$ cat config.mk
export PLATFORM = sky130hd
export DESIGN_NAME = wb_port_arbiter
export DESIGN_NICKNAME = d
export VERILOG_FILES = /design/src/rtl/wb_pkg.sv /design/src/rtl/wb_port_arbiter_pend_fifo.sv /design/src/rtl/wb_port_arbiter.sv
export SDC_FILE = /design/constraint.sdc
export NUM_CORES = 1
export LEC_CHECK = 0
export CAP_MARGIN = 20
export CELL_PAD_IN_SITES_DETAIL_PLACEMENT = 0
export CELL_PAD_IN_SITES_GLOBAL_PLACEMENT = 1
export CORE_MARGIN = 4
export CORE_UTILIZATION = 47
export CTS_CLUSTER_SIZE = 20
export DETAILED_ROUTE_END_ITERATION = 12
export GPL_TIMING_DRIVEN = 0
export PLACE_DENSITY = 0.85
export SETUP_SLACK_MARGIN = 0.15
export SLEW_MARGIN = 40
export SYNTH_ARGS = -nofsm -noshare
export SYNTH_HDL_FRONTEND = slang
export SYNTH_SLANG_ARGS = --single-unit
export TNS_END_PERCENT = 5
$ cat constraint.sdc
create_clock -name clk -period 5.38 [get_ports clk]
set_input_delay 1.076 -clock clk [delete_from_list [all_inputs] [get_ports clk]]
set_output_delay 1.076 -clock clk [all_outputs]
set_load 0.02 [all_outputs]
$ cat src/rtl/wb_pkg.sv
// rtl/wb_pkg.sv - shared constants and enums for the write-back port arbiter
package wb_pkg;

  localparam int XLEN   = 32;
  localparam int REG_AW = 5;

  // Source of the register-file write this cycle
  typedef enum logic {
    RF_SRC_PIPE = 1'b0,
    RF_SRC_LU   = 1'b1
  } rf_src_e;

  // Write-port grant, listed in decreasing priority after NONE
  typedef enum logic [2:0] {
    GNT_NONE  = 3'd0,
    GNT_FORCE = 3'd1,
    GNT_PIPE  = 3'd2,
    GNT_DRAIN = 3'd3,
    GNT_BYP   = 3'd4
  } gnt_e;

endpackage

$ cat src/rtl/wb_port_arbiter_pend_fifo.sv
// rtl/wb_port_arbiter_pend_fifo.sv - LU result FIFO with parallel pending-rd compare
//   clk, rst_n                      : clock, async active-low reset
//   push, push_rd, push_data        : enqueue one result (caller guarantees !full)
//   pop                             : dequeue head (caller guarantees !empty)
//   head_rd, head_data              : current head entry
//   count, full, empty              : occupancy
//   chk_rs1, chk_rs2, chk_rd        : decode addresses compared against pending entries
//   chk_hit                         : any non-zero chk address matches a valid entry
module wb_pend_fifo
  import wb_pkg::*;
#(
  parameter int DEPTH = 4,
  parameter int DW    = 32,
  parameter int CW    = $clog2(DEPTH + 1)
) (
  input  logic              clk,
  input  logic              rst_n,
  input  logic              push,
  input  logic [REG_AW-1:0] push_rd,
  input  logic [DW-1:0]     push_data,
  input  logic              pop,
  output logic [REG_AW-1:0] head_rd,
  output logic [DW-1:0]     head_data,
  output logic [CW-1:0]     count,
  output logic              full,
  output logic              empty,
  input  logic [REG_AW-1:0] chk_rs1,
  input  logic [REG_AW-1:0] chk_rs2,
  input  logic [REG_AW-1:0] chk_rd,
  output logic              chk_hit
);

  localparam int AW = $clog2(DEPTH);

  logic [AW-1:0]     r_wr_ptr;
  logic [AW-1:0]     r_rd_ptr;
  logic [CW-1:0]     r_count;
  logic [REG_AW-1:0] r_rd_mem   [DEPTH];
  logic [DW-1:0]     r_data_mem [DEPTH];

  always_ff @(posedge clk or negedge rst_n) begin
    if (!rst_n) begin
      r_wr_ptr <= '0;
      r_rd_ptr <= '0;
      r_count  <= '0;
    end else begin
      if (push) r_wr_ptr <= r_wr_ptr + 1'b1;
      if (pop)  r_rd_ptr <= r_rd_ptr + 1'b1;
      case ({push, pop})
        2'b10:   r_count <= r_count + 1'b1;
        2'b01:   r_count <= r_count - 1'b1;
        default: r_count <= r_count;
      endcase
    end
  end

  // Storage needs no reset: only slots covered by r_count are ever observed
  always_ff @(posedge clk) begin
    if (push) begin
      r_rd_mem[r_wr_ptr]   <= push_rd;
      r_data_mem[r_wr_ptr] <= push_data;
    end
  end

  assign head_rd   = r_rd_mem[r_rd_ptr];
  assign head_data = r_data_mem[r_rd_ptr];
  assign count     = r_count;
  assign full      = (r_count == CW'(DEPTH));
  assign empty     = (r_count == '0);

  // A slot is pending when its distance from the read pointer is below the
  // occupancy; the head being popped this cycle still counts.
  always_comb begin
    chk_hit = 1'b0;
    for (int i = 0; i < DEPTH; i++) begin
      if ((CW'(AW'(AW'(i) - r_rd_ptr)) < r_count) && (r_rd_mem[i] != '0)) begin
        if (((chk_rs1 != '0) && (chk_rs1 == r_rd_mem[i])) ||
            ((chk_rs2 != '0) && (chk_rs2 == r_rd_mem[i])) ||
            ((chk_rd  != '0) && (chk_rd  == r_rd_mem[i])))
          chk_hit = 1'b1;
      end
    end
  end

endmodule

$ cat src/rtl/wb_port_arbiter.sv
// rtl/wb_port_arbiter.sv - register-file write port shared by pipeline WB and long-latency unit
//   wb_valid/wb_rd/wb_wdata    : pipeline write-back request (priority source)
//   lu_valid/lu_rd/lu_data     : LU result, accepted when lu_ready
//   chk_rs1/chk_rs2/chk_rd     : decode hazard query, answered on chk_hit
//   rf_we/rf_waddr/rf_wdata    : register-file write port, rf_src tags the source
//   pipe_stall                 : one-cycle forced drain holding WB and earlier stages
//   pend_cnt                   : buffered LU results
module wb_port_arbiter
  import wb_pkg::*;
#(
  parameter int XLEN         = wb_pkg::XLEN,
  parameter int DEPTH        = 4,
  parameter int STARVE_LIMIT = 8,
  parameter int CW           = $clog2(DEPTH + 1)
) (
  input  logic              clk,
  input  logic              rst_n,
  input  logic              wb_valid,
  input  logic [REG_AW-1:0] wb_rd,
  input  logic [XLEN-1:0]   wb_wdata,
  input  logic              lu_valid,
  input  logic [REG_AW-1:0] lu_rd,
  input  logic [XLEN-1:0]   lu_data,
  output logic              lu_ready,
  input  logic [REG_AW-1:0] chk_rs1,
  input  logic [REG_AW-1:0] chk_rs2,
  input  logic [REG_AW-1:0] chk_rd,
  output logic              chk_hit,
  output logic              rf_we,
  output logic [REG_AW-1:0] rf_waddr,
  output logic [XLEN-1:0]   rf_wdata,
  output logic              rf_src,
  output logic              pipe_stall,
  output logic [CW-1:0]     pend_cnt
);

  localparam int SW = $clog2(STARVE_LIMIT + 1);

  logic [SW-1:0]     r_starve;
  gnt_e              w_gnt;
  logic              w_pipe_wr;
  logic              w_lu_acc;
  logic              w_push;
  logic              w_pop;
  logic              w_full;
  logic              w_empty;
  logic              w_hit;
  logic [CW-1:0]     w_count;
  logic [REG_AW-1:0] w_head_rd;
  logic [XLEN-1:0]   w_head_data;

  assign w_pipe_wr = wb_valid && (wb_rd != '0);
  // Depends only on state (full), never on this cycle's pop
  assign w_lu_acc  = lu_valid && !w_full && (lu_rd != '0);

  always_comb begin
    w_gnt = GNT_NONE;
    if (!w_empty && (r_starve == SW'(STARVE_LIMIT)) && w_pipe_wr) w_gnt = GNT_FORCE;
    else if (w_pipe_wr)                                           w_gnt = GNT_PIPE;
    else if (!w_empty)                                            w_gnt = GNT_DRAIN;
    else if (w_lu_acc)                                            w_gnt = GNT_BYP;
  end

  // A bypassed result goes straight to the register file and is never queued
  assign w_push = w_lu_acc && (w_gnt != GNT_BYP);
  assign w_pop  = (w_gnt == GNT_FORCE) || (w_gnt == GNT_DRAIN);

  wb_pend_fifo #(
    .DEPTH (DEPTH),
    .DW    (XLEN),
    .CW    (CW)
  ) u_fifo (
    .clk       (clk),
    .rst_n     (rst_n),
    .push      (w_push),
    .push_rd   (lu_rd),
    .push_data (lu_data),
    .pop       (w_pop),
    .head_rd   (w_head_rd),
    .head_data (w_head_data),
    .count     (w_count),
    .full      (w_full),
    .empty     (w_empty),
    .chk_rs1   (chk_rs1),
    .chk_rs2   (chk_rs2),
    .chk_rd    (chk_rd),
    .chk_hit   (w_hit)
  );

  always_ff @(posedge clk or negedge rst_n) begin
    if (!rst_n) begin
      r_starve <= '0;
    end else if (w_pop || w_empty) begin
      r_starve <= '0;
    end else if ((w_gnt == GNT_PIPE) && (r_starve != SW'(STARVE_LIMIT))) begin
      r_starve <= r_starve + 1'b1;
    end
  end

  // Outputs are gated by rst_n so nothing leaks from live inputs during reset
  always_comb begin
    rf_we      = 1'b0;
    rf_waddr   = '0;
    rf_wdata   = '0;
    rf_src     = RF_SRC_PIPE;
    pipe_stall = 1'b0;
    if (rst_n) begin
      case (w_gnt)
        GNT_FORCE: begin
          rf_we      = 1'b1;
          rf_waddr   = w_head_rd;
          rf_wdata   = w_head_data;
          rf_src     = RF_SRC_LU;
          pipe_stall = 1'b1;
        end
        GNT_PIPE: begin
          rf_we    = 1'b1;
          rf_waddr = wb_rd;
          rf_wdata = wb_wdata;
          rf_src   = RF_SRC_PIPE;
        end
        GNT_DRAIN: begin
          rf_we    = 1'b1;
          rf_waddr = w_head_rd;
          rf_wdata = w_head_data;
          rf_src   = RF_SRC_LU;
        end
        GNT_BYP: begin
          rf_we    = 1'b1;
          rf_waddr = lu_rd;
          rf_wdata = lu_data;
          rf_src   = RF_SRC_LU;
        end
        default: ;
      endcase
    end
  end

  assign lu_ready = rst_n && !w_full;
  assign chk_hit  = rst_n && w_hit;
  assign pend_cnt = rst_n ? w_count : '0;

endmodule

---- After elaboration in Yosys (flattened, before gate mapping) ----
Memories as Yosys holds them, arrays and structs flattened.
Index checks and enable logic that the tools add are counted.
operators by class
  order comparisons ....................... 4
  muxes and demuxes ....................... 28
  $add $sub $neg .......................... 9
  reductions and logical operators ........ 52
  equality and inequality tests ........... 22
operators with widths
  operator                                                               number
  32-bit one-hot mux with 3 select lines                                 1
  5-bit equality test                                                    12
  5-bit nonzero test                                                     9
  32-bit two-way mux                                                     1
  1-bit logical AND                                                      25
  1-bit two-way mux                                                      16
  3-bit two-way mux                                                      5
  5-bit one-hot mux with 3 select lines                                  1
  2-bit by 3-bit < comparator with 1-bit output                          4
  1-bit logical OR                                                       10
  4-bit two-way mux                                                      2
  3-bit by 2-bit equality test with 1-bit output, second input constant  2
  3-bit equality test, second input constant                             2
  3-bit one-hot mux with 2 select lines                                  1
  5-bit two-way mux                                                      1
  2-bit by 1-bit adder with 2-bit output, second input constant          2
  4-bit by 1-bit adder with 4-bit output, second input constant          1
  4-bit equality test, second input constant                             1
  4-bit != test, second input constant                                   1
  2-bit nonzero test                                                     2
  4-bit OR reduction                                                     1
  1-bit by 2-bit subtractor with 2-bit output, first input constant      2
  2-bit subtractor, first input constant                                 2
  3-bit by 1-bit adder with 3-bit output, second input constant          1
  9 further kinds                                                        10
word-level totals
  output and inout port bits .............. 45
  bits in writable memories ............... 148
  memories kept ........................... 2
  register bits ........................... 11
  bits of input ports ..................... 93
memories
  name               depth  width  read ports  clocked after Yosys merged registers in  wr ports  RTL line                         text
  u_fifo.r_data_mem  4      32     1           0                                        1         wb_port_arbiter_pend_fifo.sv:39  logic [DW-1:0] r_data_mem [DEPTH];
  u_fifo.r_rd_mem    4      5      5           0                                        1         wb_port_arbiter_pend_fifo.sv:38  logic [REG_AW-1:0] r_rd_mem [DEPTH];

---- Logic depth before layout (Yosys ltp) ----
Gate-level depths: netlist of the first run.
  depth in word-level cells ............... 13
  mapped depth ............................ 11

---- Cells and area by module ----
A second synthesis of the first run with hierarchy kept.
second synthesis, totals
  cell total of the unflattened synthesis .. 545
  area total of the unflattened synthesis .. 7853.8 um2
by module, submodules not included
  module           cells each  area an instance (um2)  times used
  wb_pend_fifo     366         6656.4                  1
  wb_port_arbiter  179         1197.4                  1

---- Worst setup path after synthesis of the first run ----
OpenSTA, ideal clock, no wires.
  kind .................................... input to output
  start point ............................. input port wb_rd[2]
  end point ............................... output port rf_wdata[26]
  path slack .............................. 1.726 ns
  data arrival time ....................... 2.578 ns
  cell stages on the path ................. 6
  path through ............................ or2_1 -> o41a_1 -> a21oi_2 -> buf_2 -> a22oi_1 -> a21oi_1
on the way
  longest elaborated chain between the ends .. 8
  elaborated cells on any way between the ends .. 12
  those cells by class .................... eq/ne (4); mux (4); reduce/logical (4)
RTL lines
  what                                                                                                              RTL line                                      text
  start: declaration                                                                                                wb_port_arbiter.sv:19                         input logic [REG_AW-1:0] wb_rd,
  5-bit nonzero test *                                                                                              wb_port_arbiter.sv:52                         assign w_pipe_wr = wb_valid && (wb_rd != '0);
  1-bit logical AND *                                                                                               wb_port_arbiter.sv:52
  3-bit two-way mux or 1-bit logical AND (tied branches)                                                            wb_port_arbiter.sv:59, wb_port_arbiter.sv:58
  3-bit two-way mux *                                                                                               wb_port_arbiter.sv:58                         if (!w_empty && (r_starve == SW'(STARVE_LIMIT)) && w_pipe_wr) w_gnt = GNT_FORCE;
  3-bit by 1-bit equality test with 1-bit output or 3-bit by 2-bit equality test with 1-bit output (tied branches)  wb_port_arbiter.sv:108                        case (w_gnt)
  2-bit OR reduction (no line)                                                                                      -
  32-bit one-hot mux with 3 select lines *                                                                          wb_port_arbiter.sv:108
  32-bit two-way mux *                                                                                              wb_port_arbiter.sv:107                        if (rst_n) begin
  end: declaration                                                                                                  wb_port_arbiter.sv:31                         output logic [XLEN-1:0] rf_wdata,
Mark *: on every way between the ends. The rest lies on a longest branch, timed or not.

---- Final worst setup path of the first run ----
  start point ............................. input port wb_rd[1]
  end point ............................... output port rf_waddr[3]
on the way
  longest elaborated chain between the ends .. 8
  elaborated cells on any way between the ends .. 12
  those cells by class .................... eq/ne (4); mux (4); reduce/logical (4)
RTL lines
  what                                                                                                              RTL line                                      text
  5-bit nonzero test *                                                                                              wb_port_arbiter.sv:52
  1-bit logical AND *                                                                                               wb_port_arbiter.sv:52
  3-bit two-way mux or 1-bit logical AND (tied branches)                                                            wb_port_arbiter.sv:59, wb_port_arbiter.sv:58
  3-bit two-way mux *                                                                                               wb_port_arbiter.sv:58
  3-bit by 1-bit equality test with 1-bit output or 3-bit by 2-bit equality test with 1-bit output (tied branches)  wb_port_arbiter.sv:108
  2-bit OR reduction (no line)                                                                                      -
  5-bit one-hot mux with 3 select lines *                                                                           wb_port_arbiter.sv:108
  5-bit two-way mux *                                                                                               wb_port_arbiter.sv:107
  end: declaration                                                                                                  wb_port_arbiter.sv:30                         output logic [REG_AW-1:0] rf_waddr,
Marks and branches as above.

==> run metrics, run 1 <==
io pins=138; Max Fclk=200 MHz; largest net degree at the start of global routing=27; Crit Path Max Fanout=10; Fill cells=1233; endpoints failing setup=0; number of global-route vias before repair=5463; total negative slack=0 ns; LEAKAGE=3.34 nW; Hold Crit Class=register to register; CP Capture Type=output pin; RSZ-0062 raised after global routing=false; Avg WL per Cell=21.6 um; Horiz. Die Dim=137 um; Worst setup SP type=input pin; Power Density=463 nW/um2; detailed-route via count=5200; Synth cell types=41; Hold Buf Count CTS=0; DRT Pass-1 Iters=5; post-layout min period=5.01 ns; Synth top area share=56.4%; Port Buffers=122; Bufs on Longest Clock Path=2; Synth Flop Type=edfxtp_1; synthesized cell area=7880 um2; ys async rst share=6.92%; Post-synth EDFFs=148; Post-CTS Setup Bufs=0; kind of critical path=input pin to output pin; ant diodes=0; Cell Area, Placed=9460 um2; mean post-synth cell area=14.8 um2; Pins Over Slew Limit=0; VDD IR max=0.267 mV; CTS tree=built; Mapped Cells=532; clock transition at the registers of the reported paths=0.06 ns; gpl congestion=0.853; FP Rows=47; insertion delay to the later sink of the worst-skew pair=0.42 ns; Total GRT Usage=21.8%; Syn Nets=637; most instantiated library cell after synthesis=edfxtp_1; CORE AREA=16500 um2; # resized after CTS=0; Final period util=93.1%; final wirelength=19700 um; Die Height=137 um; Starting DRT DRC Count=375; Synth Warn #=0; R2R depth=11; max-capacitance violation count=0; DP HPWL=13800 um; DRC=0; Yosys top cell by area=edfxtp_1; Synth top cells by count=edfxtp_1, nand2_1, xor2_1; Tot Pwr=4.64 mW; WP data required=4.30 ns; status=completed; synth top area cells=edfxtp_1, mux4_2, xor2_1; Worst slew margin=52.2%; # nets final=782; Worst Tran Pin Value=0.718 ns; Routed Antenna Nets=0; first-pass GRT wire length=30600 um; share of cells above drive strength 1=20.4%; Fin. Hold Viols=0; CTS root buf=clkbuf_16; initial antenna violation count=0; Hold Path Depth=1; CTS Sinks=159; Seq cells post-synth=159; CP arrival=3.93 ns; Area growth syn-to-layout=27.3%; register area share after synthesis=59.9%; Final Cell Area=10000 um2; full die area=18900 um2; total grt overflow=0; via/cell ratio=5.71; H-Tree Level Count=4; Starting Density=47.7%; Layout Skew=0.00685 ns; TritonCTS buffer count=17
-- cell usage in the layout (no fill, tap or decap), types with 19 or more instances in the layout --
cell type	count
edfxtp_1	148
clkdlybuf4s50_1	121
nand2_1	45
xor2_1	40
mux4_2	37
xnor2_1	29
a21oi_2	21
a21oi_1	21
a22oi_2	20
clkbuf_1	19
-- logic make-up (layout without fill, tap and decap cells) --
logic type	after synthesis	after routing	synth area share, %
DFF	159	159	59.9
and+or+nand+nor	106	106	6.64
AOI/OAI and AO/OA	95	95	9.93
xor gates and xnor gates	69	69	7.67
buffers and inverters	53	211	3.11
muxes	38	38	10.7
adders and majority gates	12	12	2.00
-- report_power, final --
part	total [mW]	switching, mW	internal [mW]
Combinational	1.77	0.948	0.825
Clock	1.13	0.490	0.642
Sequential	1.74	0.120	1.62
-- final timing paths --
kind | startpoint | endpoint | slack, ns
min in group asynchronous | rst_n | u_fifo.count[2] | 0.57
max in group asynchronous | rst_n | r_starve[1] | 4.53
worst min register to register | r_starve[0] | r_starve[0] | 0.50
worst max register to register | r_starve[0] | u_fifo.count[2] | 2.73
worst max-delay path | wb_rd[1] | rf_waddr[3] | 0.37
worst min-delay path | r_starve[0] | r_starve[0] | 0.50
-- state kept, by name, summed over array words and instances, names as in the netlist --
name and cells:
u_fifo.r_data_mem 128, u_fifo.r_rd_mem 20, r_starve 4, u_fifo.count 3
u_fifo.r_rd_ptr 2, u_fifo.r_wr_ptr 2
-- stage by stage --
step | util [%] | hold slack, ns | instances | setup WS, ns
2_1_floorplan | - | 0.452 | 532 | 1.73
3_3_place_gp | 56.7 | 0.462 | 874 | 0.385
3_5_place_dp | 57.3 | 0.490 | 878 | 0.353
4_1_cts | 60.7 | 0.499 | 910 | 0.359
5_1_grt | 60.7 | 0.531 | 910 | 0.231
6_report | 60.7 | 0.501 | 910 | 0.370
-- per-layer routing --
metal	GRT usage (%)	share of wire [%]
met5	0	0
met4	7.21	2.2
met3	5.70	7.4
met2	35.4	49
met1	28.9	41
-- critical path, stage by stage --
cell and delay [ns]:
clkdlybuf4s50_1 0.49, or2_1 0.18, o41ai_1 0.13, nor2_1 0.28
buf_2 0.30, clkbuf_1 0.47, nand2_1 0.10, a21oi_1 0.24
clkdlybuf4s50_1 0.67
-- final cells by class --
cell class	count	area, um2	area share [%]
multi-input combinational	320	2920	29.1
timing repair buffer	126	1300	12.9
tap	220	275	2.75
clock inverter	15	140	1.40
clock buffer	17	425	4.24
inverter	11	41.3	0.412
sequential	159	4720	47.1
buffer	42	204	2.03
No activity file was read; power rests on OpenSTA's default activity.
==> inputs of run 2 (changes only) <==
CTS_CLUSTER_DIAMETER = 40   (was not set)
==> results of run 2 <==
Same layout as run 1: the final DEF is identical, and so are final timing and power.
==> inputs of run 3 (changes only) <==
PLACE_DENSITY = 0.86   (was 0.85)
SYNTH_HIERARCHICAL = 1   (was not set)
==> run metrics, run 3 <==
total negative slack=0 ns (unchanged); Hold Buf Count CTS=0 (unchanged); Post-CTS Setup Bufs=0 (unchanged); initial antenna violation count=0 (unchanged); detailed-route via count=5516 (+6.1%); Synth cell types=38 (-7.3%); placed instance count=887 (+1.0%); full die area=18800 um2 (-0.28%); WP data required=4.30 ns (about the same); most frequent cells in the layout=edfxtp_1, clkdlybuf4s50_1, a21oi_1, xor2_1, nand3_1; Synth Warn #=6 (+6); Syn Nets=650 (+2.0%); mean post-synth cell area=14.4 um2 (-2.7%); CP dominant cell by count=clkdlybuf4s50_1; max-capacitance violation count=0 (unchanged); Switching Power=1.58 mW (+1.4%); endpoints failing setup=0 (unchanged); Hold Crit Class=register to register; DP HPWL=14400 um (+5.0%); CTS Sinks=159 (unchanged); Pins Over Slew Limit=0 (unchanged); Hold Path Depth=1 (unchanged); Synth Flop Type=edfxtp_1; Crit Path Max Fanout=10 (unchanged); Post-synth EDFFs=148 (unchanged); CP Cell Sequence=clkdlybuf4s50_1 > or3_1 > o311ai_1 > buf_2 > buf_4 > a32oi_1 > a21oi_1 > clkdlybuf4s50_1; Synth top cells by count=edfxtp_1, a21oi_1, xor2_1; FP Rows=46 (-2.1%); Critical-path top delay cell=clkdlybuf4s50_1; kind of critical path=input pin to output pin; Power Density=486 nW/um2 (+4.9%); CP max stage delay=0.67 ns (about the same); ys async rst share=6.92% (unchanged); DRC=0 (unchanged); DRT Pass-1 Iters=5 (unchanged); R2R depth=14 (+3); io pins=138 (unchanged); Area growth syn-to-layout=29.0%; Worst Tran Pin Value=0.777 ns (+0.0591 ns); Total GRT Usage=23.5% (+1.6 points); top flop regs=u_fifo/r_data_mem (128), u_fifo/r_rd_mem (20), r_starve (4); Layout Skew=0.00612 ns (-0.000724 ns); most instantiated library cell after synthesis=edfxtp_1; share of cells above drive strength 1=13.5% (-6.9 points); Final Cell Area=10100 um2 (+1.1%); most common library cell in the layout ignoring fill and taps=edfxtp_1; launch point of the worst reg-to-reg path=u_fifo/count[0]; ant diodes=0 (unchanged); Synth top area share=56.6% (+0.16 points); # resized after CTS=0 (unchanged); Routed Antenna Nets=0 (unchanged); CTS root buf=clkbuf_16; Clk network pwr share=28.3% (+3.9 points); VDD IR max=0.243 mV (-8.9%); CP Capture Type=output pin; gpl congestion=0.923 (+8.2%); Largest register FFs=128 (unchanged); post-layout min period=4.99 ns (-0.0241 ns); synth top area cells=edfxtp_1, mux4_2, xor2_1; TritonCTS buffer count=17 (unchanged); r2r setup slk=1.70 ns (-1.03 ns); r2r endpoint=u_fifo/count[2]; Fin. Hold Viols=0 (unchanged); Bufs on Longest Clock Path=2 (unchanged); first-pass GRT wire length=32800 um (+7.4%); LEAKAGE=3.33 nW (-0.19%); insertion delay to the later sink of the worst-skew pair=0.42 ns (about the same); CP arrival=3.91 ns (-0.02 ns); RSZ-0062 raised after global routing=false; # nets final=795 (+1.7%); number of global-route vias before repair=5911 (+8.2%); Worst slew margin=47.8% (-4.3 points); Yosys top cell by area=edfxtp_1; Flop pwr share=35.8% (-1.7 points); status=completed; clock transition at the registers of the reported paths=0.06 ns (about the same); CTS tree=built; total grt overflow=0 (unchanged); Critical Path End=rf_wdata[21]; synthesized cell area=7850 um2 (-0.29%); largest net degree at the start of global routing=22 (-19%); most flop-heavy register=u_fifo/r_data_mem; CORE AREA=16100 um2 (-2.5%); Worst setup SP type=input pin; via/cell ratio=6.00 (+5.0%); Setup crit start=wb_rd[2]; Die Height=137 um (-0.14%); Cell Area, Placed=9440 um2 (-0.21%); Final Non-Filler Cells=919 (+0.99%); final wirelength=21200 um (+7.6%); Mapped Cells=545 (+2.4%); Port Buffers=122 (unchanged); H-Tree Level Count=4 (unchanged); Starting Density=48.7% (+1.1 points); Max Fclk=201 MHz (+0.48%); switching share of power=32.1% (-1.5 points); Starting DRT DRC Count=453 (+21%); Avg WL per Cell=23.0 um (+6.5%); Combinational Power Share=35.9% (-2.3 points); Seq cells post-synth=159 (unchanged); Internal Pwr Total=3.35 mW (+8.5%); Horiz. Die Dim=137 um (-0.14%); Final period util=92.7% (-0.45 points); register area share after synthesis=60.1% (+0.17 points)
-- run 3: cell types whose count changed in the layout (fill, tap and decap cells not counted), sizes merged, moves of 4 or more --
cell,previous run,this run
a22oi,37,0
a32oi,0,37
bufinv,1,7
clkbuf,36,44
clkinv,9,5
nand2,45,9
nand3,2,38
nor2,11,7
-- run 3: cell families after synthesis --
family          Yosys count  synth area share (%)
flops                   159                  60.1
simple gates            113                  7.76
compound gates           95                  8.32
xor+xnor                 69                  7.69
buf+inv                  60                  3.47
mux                      37                  10.7
fa+ha+maj                12                  2.01
-- run 3: worst min-delay path by stage --
stage | startpoint | to
finish | r_starve[0] | r_starve[0]
global route | r_starve[0] | r_starve[0]
CTS | r_starve[0] | r_starve[0]
detailed placement | r_starve[0] | r_starve[0]
global placement | r_starve[0] | r_starve[0]
floorplan | r_starve[0] | r_starve[0]
-- run 3: worst max-delay path: cells and delay by family --
family                 cells  cell delay (ns)
buffers and inverters      4             1.69
AOI/OAI and AO/OA          3             0.71
and+or+nand+nor            1             0.43
-- run 3: area by class of cell --
| type | count | area (um2) |
|---|---|---|
| buffer | 47 | 224 |
| sequential | 159 | 4720 |
| inverter | 13 | 48.8 |
| timing repair buffer | 126 | 1300 |
| clock buffer | 17 | 425 |
| tap | 216 | 270 |
| multi-input combinational | 326 | 2880 |
| clock inverter | 15 | 265 |
| fill | 1190 | 5980 |
-- run 3: power groups by stage --
stage	clock network, mW	logic [mW]	registers (mW)
after global routing	1.46	1.92	1.78
after detailed placement	0	1.75	1.78
after CTS	1.41	1.77	1.76
final	1.39	1.77	1.76
after global placement	0	1.66	1.78
after floorplan	0	1.14	1.74
-- run 3: metrics by stage --
stage	hold WS, ns	power [mW]	utilization [%]	worst slack (ns)
6_report	0.506	4.93	62.9	0.394
3_3_place_gp	0.478	3.44	58.0	0.0907
5_1_grt	0.531	5.16	62.9	0.216
4_1_cts	0.510	4.95	62.9	0.222
3_5_place_dp	0.503	3.53	58.6	0.349
2_1_floorplan	0.462	2.88	-	1.70
-- run 3: layer usage --
layer | GRT usage (%) | vias to the layer above | share of wire [%]
met5 | 0 | - | 0
met4 | 7.32 | 0 | 1.2
met3 | 5.99 | 22 | 8.6
met2 | 39.8 | 307 | 51
met1 | 29.7 | 2744 | 39
li1 | - | 2443 | -
